[config.mk]
export PLATFORM = sky130hd
export DESIGN_NAME = conv_padding_sched
export DESIGN_NICKNAME = d
export VERILOG_FILES = /design/src/rtl/conv_pad_pkg.sv /design/src/rtl/conv_pad_batch_calc.sv /design/src/rtl/conv_padding_sched.sv
export SDC_FILE = /design/constraint.sdc
export NUM_CORES = 1
export LEC_CHECK = 0
export BUFFER_PORTS_ARGS = -buffer_cell sky130_fd_sc_hd__buf_2
export CAP_MARGIN = 10
export CORE_UTILIZATION = 34
export DETAILED_ROUTE_END_ITERATION = 10
export HOLD_SLACK_MARGIN = 0.02
export PLACE_DENSITY = 0.64
export RECOVER_POWER = 50
export SYNTH_ARGS = -nofsm -noshare
export SYNTH_HDL_FRONTEND = slang
export SYNTH_SLANG_ARGS = --single-unit
[constraint.sdc]
create_clock -name sclk -period 4.3 [get_ports sclk]
set_clock_uncertainty 0.05 [all_clocks]
set_input_delay 0.86 -clock sclk [delete_from_list [all_inputs] [get_ports sclk]]
set_output_delay 0.86 -clock sclk [all_outputs]
set_load 0.03 [all_outputs]
[src/rtl/conv_pad_pkg.sv]
// Shared definitions for the conv padding scheduler: site-type codes,
// FSM state encoding and the column-width table for cfg_col_select codes.
package conv_pad_pkg;

    localparam logic [1:0] SITE_FIRST  = 2'd0;
    localparam logic [1:0] SITE_MIDDLE = 2'd1;
    localparam logic [1:0] SITE_LAST   = 2'd2;
    localparam logic [1:0] SITE_SINGLE = 2'd3;

    localparam int unsigned NUM_COL_CODES = 6;

    typedef enum logic [2:0] {
        ST_IDLE     = 3'd0,
        ST_WAIT_BUF = 3'd1,
        ST_START    = 3'd2,
        ST_RUN      = 3'd3,
        ST_RELEASE  = 3'd4,
        ST_DONE     = 3'd5
    } sched_state_t;

    // Padded column count for each width code; unknown codes map to 0.
    function automatic logic [8:0] col_width(input logic [2:0] code);
        case (code)
            3'd0:    col_width = 9'd418;
            3'd1:    col_width = 9'd210;
            3'd2:    col_width = 9'd106;
            3'd3:    col_width = 9'd54;
            3'd4:    col_width = 9'd28;
            3'd5:    col_width = 9'd15;
            default: col_width = 9'd0;
        endcase
    endfunction

endpackage

[src/rtl/conv_pad_batch_calc.sv]
// Combinational batch geometry: rows in this batch, last-batch flag,
// site type and feature_row (rows-1) from remaining rows and batch size.
module conv_pad_batch_calc
    import conv_pad_pkg::*;
(
    input  logic [8:0] rows_left,
    input  logic [7:0] batch_rows,
    input  logic       first,
    output logic [7:0] cur,
    output logic       last,
    output logic [1:0] site_type,
    output logic [6:0] feature_row
);

    always_comb begin
        last        = (rows_left <= {1'b0, batch_rows});
        // When last, rows_left <= batch_rows so the top bit is zero.
        cur         = last ? rows_left[7:0] : batch_rows;
        feature_row = 7'(cur - 8'd1);
        case ({last, first})
            2'b11:   site_type = SITE_SINGLE;
            2'b01:   site_type = SITE_FIRST;
            2'b10:   site_type = SITE_LAST;
            default: site_type = SITE_MIDDLE;
        endcase
    end

endmodule

[src/rtl/conv_padding_sched.sv]
// Layer-level sequencer: splits a layer into row batches and runs one padding
// pass per batch. Optional RUN watchdog enabled by CONV_PAD_SCHED_TIMEOUT_EN.
module conv_padding_sched
    import conv_pad_pkg::*;
#(
    parameter int unsigned MAX_BATCH_ROWS = 16,
    parameter int unsigned TIMEOUT_CYCLES = 1 << 20
) (
    input  logic       sclk,
    input  logic       s_rst_n,
    input  logic       layer_start,
    input  logic [2:0] cfg_col_select,
    input  logic [8:0] cfg_feature_height,
    input  logic [6:0] cfg_batch_rows,
    input  logic       buf_ready,
    input  logic       padding_finish,
    output logic       padding_start,
    output logic [1:0] site_type,
    output logic [2:0] feature_col_select,
    output logic [6:0] feature_row,
    output logic       buf_release,
    output logic [5:0] batch_idx,
    output logic       busy,
    output logic       layer_done,
    output logic       cfg_err,
    output logic       timeout_err
);

    localparam logic [7:0] MAX_BR = 8'(MAX_BATCH_ROWS);

    if (MAX_BATCH_ROWS < 1 || MAX_BATCH_ROWS > 128 ||
        TIMEOUT_CYCLES < 2 || TIMEOUT_CYCLES > (1 << 20)) begin : g_bad_params
        $error("conv_padding_sched: parameter out of range");
    end

    sched_state_t state, state_nxt;

    logic [8:0] rows_left_r;
    logic [7:0] batch_rows_r;
    logic       first_r;
    logic [7:0] cur_r;
    logic       last_r;

    logic       cfg_ok;
    logic       accept;
    logic       reject;
    logic [7:0] batch_clamped;
    logic [8:0] rows_after;
    logic       enter_wait;
    logic       timeout_hit;

    logic [8:0] calc_rows;
    logic [7:0] calc_batch;
    logic       calc_first;
    logic [7:0] calc_cur;
    logic       calc_last;
    logic [1:0] calc_site;
    logic [6:0] calc_frow;

    assign cfg_ok        = (cfg_feature_height != 9'd0) && (cfg_batch_rows != 7'd0);
    assign accept        = (state == ST_IDLE) && layer_start && cfg_ok;
    assign reject        = (state == ST_IDLE) && layer_start && !cfg_ok;
    assign batch_clamped = ({1'b0, cfg_batch_rows} > MAX_BR) ? MAX_BR : {1'b0, cfg_batch_rows};
    assign rows_after    = rows_left_r - {1'b0, cur_r};
    assign enter_wait    = (state_nxt == ST_WAIT_BUF) && (state != ST_WAIT_BUF);

    // Geometry is evaluated for the batch about to be entered: fresh config in
    // IDLE, or the post-release remainder in RELEASE.
    always_comb begin
        calc_rows  = rows_left_r;
        calc_batch = batch_rows_r;
        calc_first = first_r;
        if (state == ST_IDLE) begin
            calc_rows  = cfg_feature_height;
            calc_batch = batch_clamped;
            calc_first = 1'b1;
        end else if (state == ST_RELEASE) begin
            calc_rows  = rows_after;
            calc_first = 1'b0;
        end
    end

    conv_pad_batch_calc u_batch_calc (
        .rows_left   (calc_rows),
        .batch_rows  (calc_batch),
        .first       (calc_first),
        .cur         (calc_cur),
        .last        (calc_last),
        .site_type   (calc_site),
        .feature_row (calc_frow)
    );

`ifdef CONV_PAD_SCHED_TIMEOUT_EN
    localparam logic [19:0] TO_LAST = 20'(TIMEOUT_CYCLES - 1);

    logic [19:0] to_cnt_r;
    logic        timeout_err_r;

    assign timeout_hit = (state == ST_RUN) && !padding_finish && (to_cnt_r == TO_LAST);
    assign timeout_err = timeout_err_r;

    always_ff @(posedge sclk or negedge s_rst_n) begin
        if (!s_rst_n) begin
            to_cnt_r      <= '0;
            timeout_err_r <= 1'b0;
        end else begin
            if (state == ST_START) begin
                to_cnt_r <= '0;
            end else if (state == ST_RUN) begin
                to_cnt_r <= to_cnt_r + 20'd1;
            end
            if (accept) begin
                timeout_err_r <= 1'b0;
            end else if (timeout_hit) begin
                timeout_err_r <= 1'b1;
            end
        end
    end
`else
    assign timeout_hit = 1'b0;
    assign timeout_err = 1'b0;
`endif

    always_ff @(posedge sclk or negedge s_rst_n) begin
        if (!s_rst_n) begin
            state <= ST_IDLE;
        end else begin
            state <= state_nxt;
        end
    end

    always_comb begin
        state_nxt = state;
        case (state)
            ST_IDLE:     if (accept) state_nxt = ST_WAIT_BUF;
            ST_WAIT_BUF: if (buf_ready) state_nxt = ST_START;
            ST_START:    state_nxt = ST_RUN;
            ST_RUN: begin
                if (timeout_hit) begin
                    state_nxt = ST_IDLE;
                end else if (padding_finish) begin
                    state_nxt = ST_RELEASE;
                end
            end
            ST_RELEASE:  state_nxt = last_r ? ST_DONE : ST_WAIT_BUF;
            ST_DONE:     state_nxt = ST_IDLE;
            default:     state_nxt = ST_IDLE;
        endcase
    end

    assign padding_start = (state == ST_START);
    assign buf_release   = (state == ST_RELEASE);
    assign layer_done    = (state == ST_DONE);
    assign busy          = (state != ST_IDLE);

    always_ff @(posedge sclk or negedge s_rst_n) begin
        if (!s_rst_n) begin
            rows_left_r        <= '0;
            batch_rows_r       <= '0;
            first_r            <= 1'b1;
            cur_r              <= '0;
            last_r             <= 1'b0;
            site_type          <= '0;
            feature_row        <= '0;
            feature_col_select <= '0;
            batch_idx          <= '0;
            cfg_err            <= 1'b0;
        end else begin
            cfg_err <= reject;
            if (accept) begin
                feature_col_select <= cfg_col_select;
                rows_left_r        <= cfg_feature_height;
                batch_rows_r       <= batch_clamped;
                first_r            <= 1'b1;
                batch_idx          <= '0;
            end
            if (state == ST_RELEASE) begin
                rows_left_r <= rows_after;
                first_r     <= 1'b0;
                if (!last_r) begin
                    batch_idx <= batch_idx + 6'd1;
                end
            end
            // Engine reads these combinationally; they only change on WAIT_BUF entry.
            if (enter_wait) begin
                site_type   <= calc_site;
                feature_row <= calc_frow;
                cur_r       <= calc_cur;
                last_r      <= calc_last;
            end
        end
    end

endmodule

==> flow_summary.ini, run 1 <==
[placed_design]
placement.io_buffers = 46
place_congestion = 0.9420
pre_cts_ws_ns = -0.1199
hpwlAfterDp_mm = 6.069

[grt]
grt_max_degree = 48
grt_pass1_wl_mm = 13.52
grt_pass1_vias = 2756
antenna_found_initial = 0
gr-usage-all-layers_pct = 17.74
grt.overflow.total = 0

[route]
drt-met1-wl_mm = 3.969
top_layer = met4
final_antenna_net_count = 0
drcViolationCount = 0
first_iter_violations = 175
vias_per_cell = 5.288
routed_wl_mm = 8.219
drtPass1Iterations = 4
wl_met2_mm = 3.744
wl_per_cell_um = 15.57
detailroute.via_count = 2792
routed-wl-met3_um = 331

[yosys]
synth_area_um2 = 3083
syn_area_per_cell_um2 = 8.783
synth.net_count = 393
synth_ff_type = dfrtp_1
yosysWarnings = 0
synthArstFlopShare_pct = 100.0
synthCells = 351
synth_edf_count = 0
ys_seq_elements = 47
yosysSeqAreaShare_pct = 38.19
ys_types = 58

[sta]
whs_ns = 0.4317
finalHoldViolations = 0
finalCritPeriodShare_pct = 98.13
rsz0062_at_grt = yes
fin_ws_ns = 0.08041
setup_violations = 0
slew_headroom_pct = -71.83
max_freq_ghz = 0.2370
worst_pin_slew_ns = 2.577
period_needed_ns = 4.220
maxSlewViolCount = 48

[layout]
insertedDiodeCount = 0
seqCellArea_um2 = 1177
drive_gt1_share_pct = 25.95
multi_input_area_um2 = 1837
fin_nets = 461
n_fill_cell = 886
final_common_cell = nand2_1
mostFrequentLayoutCells = 51 x nand2_1, 46 x dfrtp_1, 38 x buf_2
utilization_pct = 43.00
area_delta_synth_final_pct = 22.24

[power_and_ir_drop]
switchingPower_mw = 1.542
p_per_area_nw_per_um2 = 878.4
pwr-share-seq_pct = 22.0
clockPowerShare_pct = 10.0
power_mw = 3.311
swShare_pct = 46.58
ir_worst_vdd_mv = 0.3560
intPower_mw = 1.768
p_comb_share_pct = 68.1
leakage_nw = 1.790

[setup_path]
cp-end-kind = register
rr_startpoint = rows_left_r[1]$_DFFE_PN0P_
critPathKind = register to register
worst-path-max-fanout = 5
worstPathArrival_ns = 4.36
critPathLaunchType = register
worstPathRequired_ns = 4.44
setup.worst_path.start = rows_left_r[1]$_DFFE_PN0P_

[die]
dieArea_um2 = 9453
core-area_um2 = 8763
rows = 34
start_util_pct = 35.18
die_w_um = 97.23
io_pins = 48
die_h_um = 97.23

[clock_tree]
clkLatencyLatePin_ns = 0.31
ctsLongestPathBuffers = 2
cts_made_buffers = 5
htreeDepth = 2
cts_tree = yes
root_buffer = clkbuf_8
cts.sinks = 47
clk_pin_slew_ns = 0.09

[min_path]
hold_path_class = register to register
hp-start = batch_rows_r[1]$_DFFE_PN0P_

[job]
drv_cap = 1

[status]
status = finished, violations left
violations = max-capacitance violations, max-slew violations
-- worst max-delay path, stage by stage, from the launching register on --
cell	delay, ns
dfrtp_1	0.41
ha_1	0.30
nor2b_1	0.15
o31a_2	0.33
o22ai_4	0.17
mux2i_4	0.10
or2_2	0.34
ha_2	0.21
a211oi_2	0.23
o21ai_1	0.11
a21oi_1	0.16
o21a_1	0.19
nand3_4	0.11
mux2_4	0.35
ha_4	0.18
nand2_1	0.05
or2_1	0.11
mux2i_2	0.10
a2111oi_2	0.38
nor3_1	0.08
-- final timing paths --
| path | endpoint | depth (start not counted) | slack (ns) |
|---|---|---|---|
| min | batch_rows_r[1]$_DFFE_PN0P_ | 2 | 0.43 |
| max in group asynchronous | rows_left_r[4]$_DFFE_PN0P_ | 2 | 1.35 |
| max reg2reg | feature_row[6]$_DFFE_PN0P_ | 19 | 0.08 |
| min in group asynchronous | feature_row[3]$_DFFE_PN0P_ | 2 | 1.39 |
| max | feature_row[6]$_DFFE_PN0P_ | 19 | 0.08 |
| min reg2reg | batch_rows_r[1]$_DFFE_PN0P_ | 2 | 0.43 |
-- routing by layer --
metal | vias up | GRT usage (%)
li1 | 1360 | -
met1 | 1345 | 24.50
met2 | 74 | 28.22
met3 | 13 | 2.878
met4 | 0 | 6.109
met5 | - | 0
-- power by group through the flow --
stage	combinational [mW]	clock (mW)	sequential [mW]
detailed placement	1.99	0	0.735
global placement	1.96	0	0.730
CTS	2.06	0.337	0.726
floorplan	1.42	0	0.792
finish	2.25	0.330	0.727
global route	2.47	0.354	0.748
-- state kept, by name (all words and copies together) (netlist names) --
name                count
batch_idx               6
batch_rows_r            7
cfg_err                 1
cur_r                   8
feature_col_select      3
feature_row             7
first_r                 1
rows_left_r             9
site_type               2
state                   3
-- kinds of logic (layout without fill, tap and decap cells) --
logic type | count (synthesis) | count (layout) | synth area share [%]
fa+ha+maj | 18 | 18 | 7.549
compound gates | 86 | 86 | 17.86
mux | 18 | 18 | 6.818
flops | 47 | 47 | 38.19
other cells | 1 | 1 | 0.1216
xor+xnor | 10 | 10 | 2.841
simple gates | 138 | 138 | 21.31
buf+inv | 33 | 102 | 5.316
-- metrics by stage --
step / cells / TNS, ns / cell area [µm²]
global route: 528 / -0.1257 / 3769
CTS: 519 / 0 / 3649
floorplan: 351 / 0 / 3083
detailed placement: 510 / -0.2328 / 3502
finish: 528 / 0 / 3769
global placement: 510 / 0 / 3502
-- final cells by class --
type | count | share of cell area [%]
multi-input combinational | 271 | 48.74
clock buffer | 6 | 1.926
timing repair buffer | 76 | 11.72
clock inverter | 2 | 0.9960
inverter | 18 | 1.793
tap | 108 | 3.586
sequential | 47 | 31.24
-- cell usage after synthesis, types with 3 or more instances --
library cell	n	area (µm²)
nand3_1	12	60.06
mux2_2	3	33.78
o21ai_1	5	25.02
xor2_1	4	35.03
buf_6	3	33.78
buf_4	3	22.52
nor3_1	6	30.03
xnor2_1	6	52.55
a211oi_1	4	30.03
dfrtp_1	46	1151
buf_2	5	25.02
nand2_1	52	195.2
a21o_1	3	22.52
nand4_1	3	18.77
mux2i_1	10	100.1
o21ai_0	22	110.1
nor2_1	34	127.6
o21a_1	7	52.55
and3_1	8	50.05
clkbuf_1	4	15.01
or2_2	3	18.77
o211ai_1	3	22.52
a21oi_1	26	130.1
ha_1	17	212.7
inv_1	17	63.81
-- what timing repair did --
item,4_1_cts,5_1_grt
setup buffers,1,8
endpoints found under the setup margin,2,2
pin swaps,2,9
gates resized for setup,7,14
hold buffers,0,0
(Power assumes the default switching activity.)
==> inputs of run 2 (changes only) <==
Settings changed: ABC_AREA from default to 1.
==> flow_summary.ini, run 2 <==
[sta]
finalHoldViolations = 0
setup_violations = 0
maxSlewViolCount = 48
finalSetupTns_ns = 0
max_freq_ghz = 0.2606
slew_headroom_pct = -73.02
worst_pin_slew_ns = 2.595
fin_ws_ns = 0.4631
finalCritPeriodShare_pct = 89.23
period_needed_ns = 3.837
rsz0062_at_grt = no
whs_ns = 0.4291

[power_and_ir_drop]
power_mw = 2.897
p_per_area_nw_per_um2 = 823.9
leakage_nw = 1.786
ir_worst_vdd_mv = 0.3317

[clock_tree]
cts_setup_buffers = 0
cts_made_buffers = 5
clk_pin_slew_ns = 0.09
htreeDepth = 2
hold_buffers = 0
root_buffer = clkbuf_8
cts.sinks = 47
clkLatencyLatePin_ns = 0.31
cts_tree = yes
ctsLongestPathBuffers = 2
cts_resized = 0

[layout]
final_common_cell = nand2_1
n_fill_cell = 915
largest_reg_flops = 9
insertedDiodeCount = 0
area_delta_synth_final_pct = 12.13
mostFrequentLayoutCells = 102 x nand2_1, 53 x inv_1, 46 x dfrtp_1
drive_gt1_share_pct = 17.44
top_register = rows_left_r
reg.largest.list = rows_left_r x9, cur_r x8
fin_nets = 494

[setup_path]
worst-path-max-fanout = 13
reg2reg_depth = 24
cp-end-kind = register
worstPathArrival_ns = 3.99
cp-endpoint = feature_row[4]$_DFFE_PN0P_
rr_startpoint = cur_r[0]$_DFFE_PN0P_
setup.worst_path.start = cur_r[0]$_DFFE_PN0P_
reg2reg_to = feature_row[4]$_DFFE_PN0P_
worstPathRequired_ns = 4.45
critPathKind = register to register
critPathLaunchType = register
rrSetupSlack_ns = 0.46

[yosys]
post-synth-top-count-cell = nand2_1
ys_top_cells_by_area = dfrtp_1 37%, nand2_1 12%, ha_1 6.8%, inv_1 6.3%, o21ai_0 5.3%
ys_types = 48
yosysSeqAreaShare_pct = 37.55
synth_common_cells = 102 x nand2_1, 53 x inv_1, 46 x dfrtp_1
synth_edf_count = 0
syn_area_per_cell_um2 = 7.648
ys_seq_elements = 47
yosysTopAreaCell = dfrtp_1
synth.net_count = 452
synthCells = 410
synth_ff_type = dfrtp_1
yosysWarnings = 0
synth_top_area_share_pct = 36.71
synth_area_um2 = 3136
synthArstFlopShare_pct = 100.0

[grt]
gr-usage-all-layers_pct = 16.65
grt_pass1_wl_mm = 12.87
grt_pass1_vias = 2742
grt.overflow.total = 0
grt_max_degree = 48
antenna_found_initial = 0

[placed_design]
placement.io_buffers = 46
place_congestion = 0.8650
hpwlAfterDp_mm = 5.882
pre_cts_ws_ns = 0.4384

[status]
violations = max-capacitance violations, max-slew violations
status = finished, violations left

[job]
drv_cap = 1

[die]
die_w_um = 98.03
rows = 34
start_util_pct = 35.61
dieArea_um2 = 9610
die_h_um = 98.03
io_pins = 48
core-area_um2 = 8806

[route]
routed_wl_mm = 7.626
first_iter_violations = 168
drcViolationCount = 0
drtPass1Iterations = 4
vias_per_cell = 5.018
final_antenna_net_count = 0
routed-wl-met3_um = 237
top_layer = met4
wl_per_cell_um = 13.59
wl_met2_mm = 3.609
detailroute.via_count = 2815
drt-met1-wl_mm = 3.576

[min_path]
hold_path_class = register to register
holdPathStages = 2
==> run 2: critical path: stages, from the launching register on <==
cell,delay [ns]
dfrtp_1,0.43
ha_1,0.23
fa_1,0.42
inv_1,0.09
nand3_1,0.07
nand3_1,0.11
a21oi_1,0.07
o21ai_0,0.13
nand2_1,0.14
ha_1,0.33
nand2_1,0.09
inv_1,0.05
nand2_1,0.07
nand3_1,0.08
nand2_1,0.06
nand2_1,0.08
a21oi_4,0.26
nand3_4,0.22
nand2_2,0.11
nand2_2,0.08
ha_1,0.21
nand2_1,0.15
nor2_4,0.05
nand3_1,0.08
nand3_1,0.07
==> run 2: kinds of logic after synthesis <==
logic type	after synthesis	synth area share, %
and+or+nand+nor	195	29.57
AOI/OAI and AO/OA	73	13.37
DFF	47	37.55
xor gates and xnor gates	3	0.8381
adders and majority gates	18	7.422
other	1	0.1196
buffers and inverters	68	9.377
muxes	5	1.756
==> run 2: cell type report <==
| type | instances | area, µm² | area share [%] |
|---|---|---|---|
| Tap cell | 108 | 135.1 | 3.843 |
| Inverter | 56 | 215.2 | 6.121 |
| Multi-Input combinational cell | 295 | 1664 | 47.33 |
| Clock buffer | 6 | 82.58 | 2.349 |
| Timing Repair Buffer | 47 | 225.2 | 6.406 |
| Sequential cell | 47 | 1177 | 33.49 |
| Clock inverter | 2 | 16.27 | 0.4626 |
==> run 2: metal layers <==
| layer | track usage [%] | up-vias |
|---|---|---|
| li1 | - | 1425 |
| met1 | 20.87 | 1313 |
| met2 | 29.14 | 63 |
| met3 | 2.076 | 14 |
| met4 | 6.410 | 0 |
| met5 | 0 | - |
==> run 2: worst min-delay path by stage <==
stage / startpoint / end / slack (ns)
finish: first_r$_DFFE_PN1P_ / first_r$_DFFE_PN1P_ / 0.43
CTS: first_r$_DFFE_PN1P_ / first_r$_DFFE_PN1P_ / 0.43
global route: first_r$_DFFE_PN1P_ / first_r$_DFFE_PN1P_ / 0.45
global placement: first_r$_DFFE_PN1P_ / first_r$_DFFE_PN1P_ / 0.40
detailed placement: first_r$_DFFE_PN1P_ / first_r$_DFFE_PN1P_ / 0.42
floorplan: first_r$_DFFE_PN1P_ / first_r$_DFFE_PN1P_ / 0.39
==> run 2: per-stage QoR <==
step	cell area (µm²)	cells	util (%)
after detailed placement	3430	553	38.95
after global routing	3516	561	39.93
after floorplan	3136	410	-
after global placement	3430	553	38.95
after CTS	3528	561	40.07
final	3516	561	39.93
==> run 2: where the power goes <==
| part | internal, mW | total (mW) | switching [mW] |
|---|---|---|---|
| Sequential | 0.609 | 0.727 | 0.118 |
| Combinational | 0.639 | 1.88 | 1.24 |
| Clock | 0.131 | 0.291 | 0.159 |
| Total | 1.38 | 2.90 | 1.52 |
==> inputs of run 3 (changes only) <==
Settings changed: CORE_MARGIN from default to 3, SYNTH_HIERARCHICAL from default to 1.
==> flow_summary.ini, run 3 <==
[placed_design]
hpwlAfterDp_mm = 6.520
placement.io_buffers = 46
place_congestion = 0.8903

[yosys]
yosysTopAreaCell = dfrtp_1
syn_area_per_cell_um2 = 6.995
ys_seq_elements = 48
ys_top_cells_by_area = dfrtp_1 33%, nand2_1 17%, inv_1 9.0%, ha_1 7.1%, nor2_1 4.2%
synth_top_area_share_pct = 33.43
yosysSeqAreaShare_pct = 34.17
ys_types = 43
synthArstFlopShare_pct = 100.0
synthCells = 503
synth_ff_type = dfrtp_1
synth_area_um2 = 3518
post-synth-top-count-cell = nand2_1
synth_edf_count = 0
yosysWarnings = 6
synth_common_cells = 164 x nand2_1, 84 x inv_1, 47 x dfrtp_1

[die]
rows = 36
start_util_pct = 35.51
die_h_um = 107.7
core-area_um2 = 9910
io_pins = 48
dieArea_um2 = 11600
die_w_um = 107.7

[setup_path]
setup.worst_path.start = rows_left_r[5]$_DFFE_PN0P_
worst-path-max-fanout = 17
reg2reg_depth = 24
critPathLaunchType = register
reg2reg_to = feature_row[6]$_DFFE_PN0P_
rr_startpoint = rows_left_r[5]$_DFFE_PN0P_
worstPathRequired_ns = 4.45
cp-end-kind = register
worstPathArrival_ns = 3.95
critPathKind = register to register
rrSetupSlack_ns = 0.51

[route]
first_iter_violations = 207
vias_per_cell = 4.553
detailroute.via_count = 3096
drtPass1Iterations = 4
drcViolationCount = 0
wl_per_cell_um = 12.31
final_antenna_net_count = 0
routed_wl_mm = 8.369

[power_and_ir_drop]
leakage_nw = 2.179
ir_worst_vdd_mv = 0.3899
p_per_area_nw_per_um2 = 872.7

[clock_tree]
root_buffer = clkbuf_8
cts_made_buffers = 5
cts_resized = 0
ctsLongestPathBuffers = 2
htreeDepth = 2
cts_tree = yes
clk_pin_slew_ns = 0.10
clkLatencyLatePin_ns = 0.31
cts_setup_buffers = 0
cts.sinks = 48
hold_buffers = 0

[sta]
finalSetupTns_ns = 0
max_freq_ghz = 0.2635
finalHoldViolations = 0
period_needed_ns = 3.795
slew_headroom_pct = -75.89
maxSlewViolCount = 49
setup_violations = 0
finalCritPeriodShare_pct = 88.25
rsz0062_at_grt = no
worst_pin_slew_ns = 2.638

[grt]
antenna_found_initial = 0
grt_max_degree = 49
grt.overflow.total = 0
grt_pass1_vias = 2958
grt_pass1_wl_mm = 14.29
gr-usage-all-layers_pct = 15.25

[min_path]
hp-start = batch_rows_r[5]$_DFFE_PN0P_
holdPathEnd = batch_rows_r[5]$_DFFE_PN0P_
holdPathStages = 2
hold_path_class = register to register

[status]
violations = max-capacitance violations, max-slew violations
status = finished, violations left

[layout]
largest_reg_flops = 9
top_register = rows_left_r
mostFrequentLayoutCells = 164 x nand2_1, 85 x inv_1, 47 x dfrtp_1
area_delta_synth_final_pct = 11.34
utilization_pct = 39.53
fin_nets = 591
reg.largest.list = rows_left_r x9, cur_r x8
insertedDiodeCount = 0
final_common_cell = nand2_1
n_fill_cell = 1080
drive_gt1_share_pct = 14.26

[job]
drv_cap = 1
-- run 3: cell count changes in the layout (fill, tap and decap cells not counted), sizes merged, moves of 3 or more --
cell | before | now
nand2 | 113 | 177
inv | 55 | 90
nor2 | 29 | 45
nand4 | 10 | 2
a21oi | 21 | 16
mux2 | 4 | 0
or2 | 6 | 2
a31oi | 3 | 0
ha | 17 | 20
nand3b | 0 | 3
nor4 | 3 | 0
-- run 3: layout make-up --
| cell class | instances | area, µm² | area share [%] |
|---|---|---|---|
| multi-input cells | 354 | 1879 | 47.97 |
| flip-flops and latches | 48 | 1202 | 30.69 |
| inverters | 90 | 337.8 | 8.623 |
| repair buffers | 47 | 224.0 | 5.717 |
| well taps | 133 | 166.4 | 4.248 |
| clock buffers | 6 | 72.57 | 1.852 |
| clock inverters | 2 | 35.03 | 0.8943 |
-- run 3: metrics by stage --
stage | total power, mW | hold WS, ns | std cells | area [µm²] | worst slack, ns
final | 3.419 | 0.4213 | 680 | 3918 | 0.5052
after global routing | 3.794 | 0.4516 | 680 | 3918 | 0.1154
after CTS | 3.427 | 0.4287 | 680 | 3931 | 0.5520
after detailed placement | 3.090 | 0.4076 | 672 | 3824 | 0.4346
after global placement | 3.032 | 0.4018 | 672 | 3824 | 0.6121
after floorplan | 2.615 | 0.3861 | 504 | 3522 | 1.002
-- run 3: critical path, cell delays in order, from the launching register on --
cell and delay [ns]:
dfrtp_1 0.43, ha_1 0.37, nand2_1 0.11, inv_1 0.04, a21oi_1 0.30, nand2_1 0.10
nand2_1 0.06, nand3_1 0.06, a21oi_1 0.26, ha_1 0.30, nand2_2 0.11, inv_1 0.06
a21oi_2 0.20, nand3_4 0.15, nand2_4 0.20, nand2_1 0.08, nand2_1 0.14, ha_1 0.19
inv_1 0.05, nor2_1 0.10, nand3_1 0.09, nand2_1 0.07, nand2_1 0.05, nand2_1 0.06
nand2_1 0.05
-- run 3: worst max-delay path by stage --
| stage | slack [ns] | endpoint | cells past startpoint |
|---|---|---|---|
| floorplan | 1.00 | feature_row[4]$_DFFE_PN0P_ | 23 |
| global placement | 0.61 | feature_row[6]$_DFFE_PN0P_ | 26 |
| detailed placement | 0.43 | feature_row[6]$_DFFE_PN0P_ | 26 |
| CTS | 0.55 | feature_row[6]$_DFFE_PN0P_ | 24 |
| global route | 0.12 | feature_row[6]$_DFFE_PN0P_ | 23 |
| finish | 0.51 | feature_row[6]$_DFFE_PN0P_ | 24 |
-- run 3: cells by family after synthesis --
kind of cell	synth area share, %
buffers and inverters	12.52
other	0.1066
adders and majority gates	7.681
xor gates and xnor gates	0.4980
DFF	34.18
and+or+nand+nor	34.57
AOI/OAI and AO/OA	10.46
-- run 3: power by group --
part / internal, mW / switching, mW / leakage, nW / total, mW
logic: 0.776 / 1.59 / 1.51 / 2.37
registers: 0.616 / 0.101 / 0.616 / 0.717
clock network: 0.173 / 0.158 / 0.0552 / 0.331
-- run 3: layer usage --
layer | wire [µm] | global-route usage [%] | vias to the layer above
met5 | 0 | 0 | -
li1 | - | - | 1639
met3 | 326 | 2.579 | 9
met4 | 102 | 3.607 | 0
met2 | 3758 | 24.42 | 57
met1 | 4182 | 21.44 | 1391
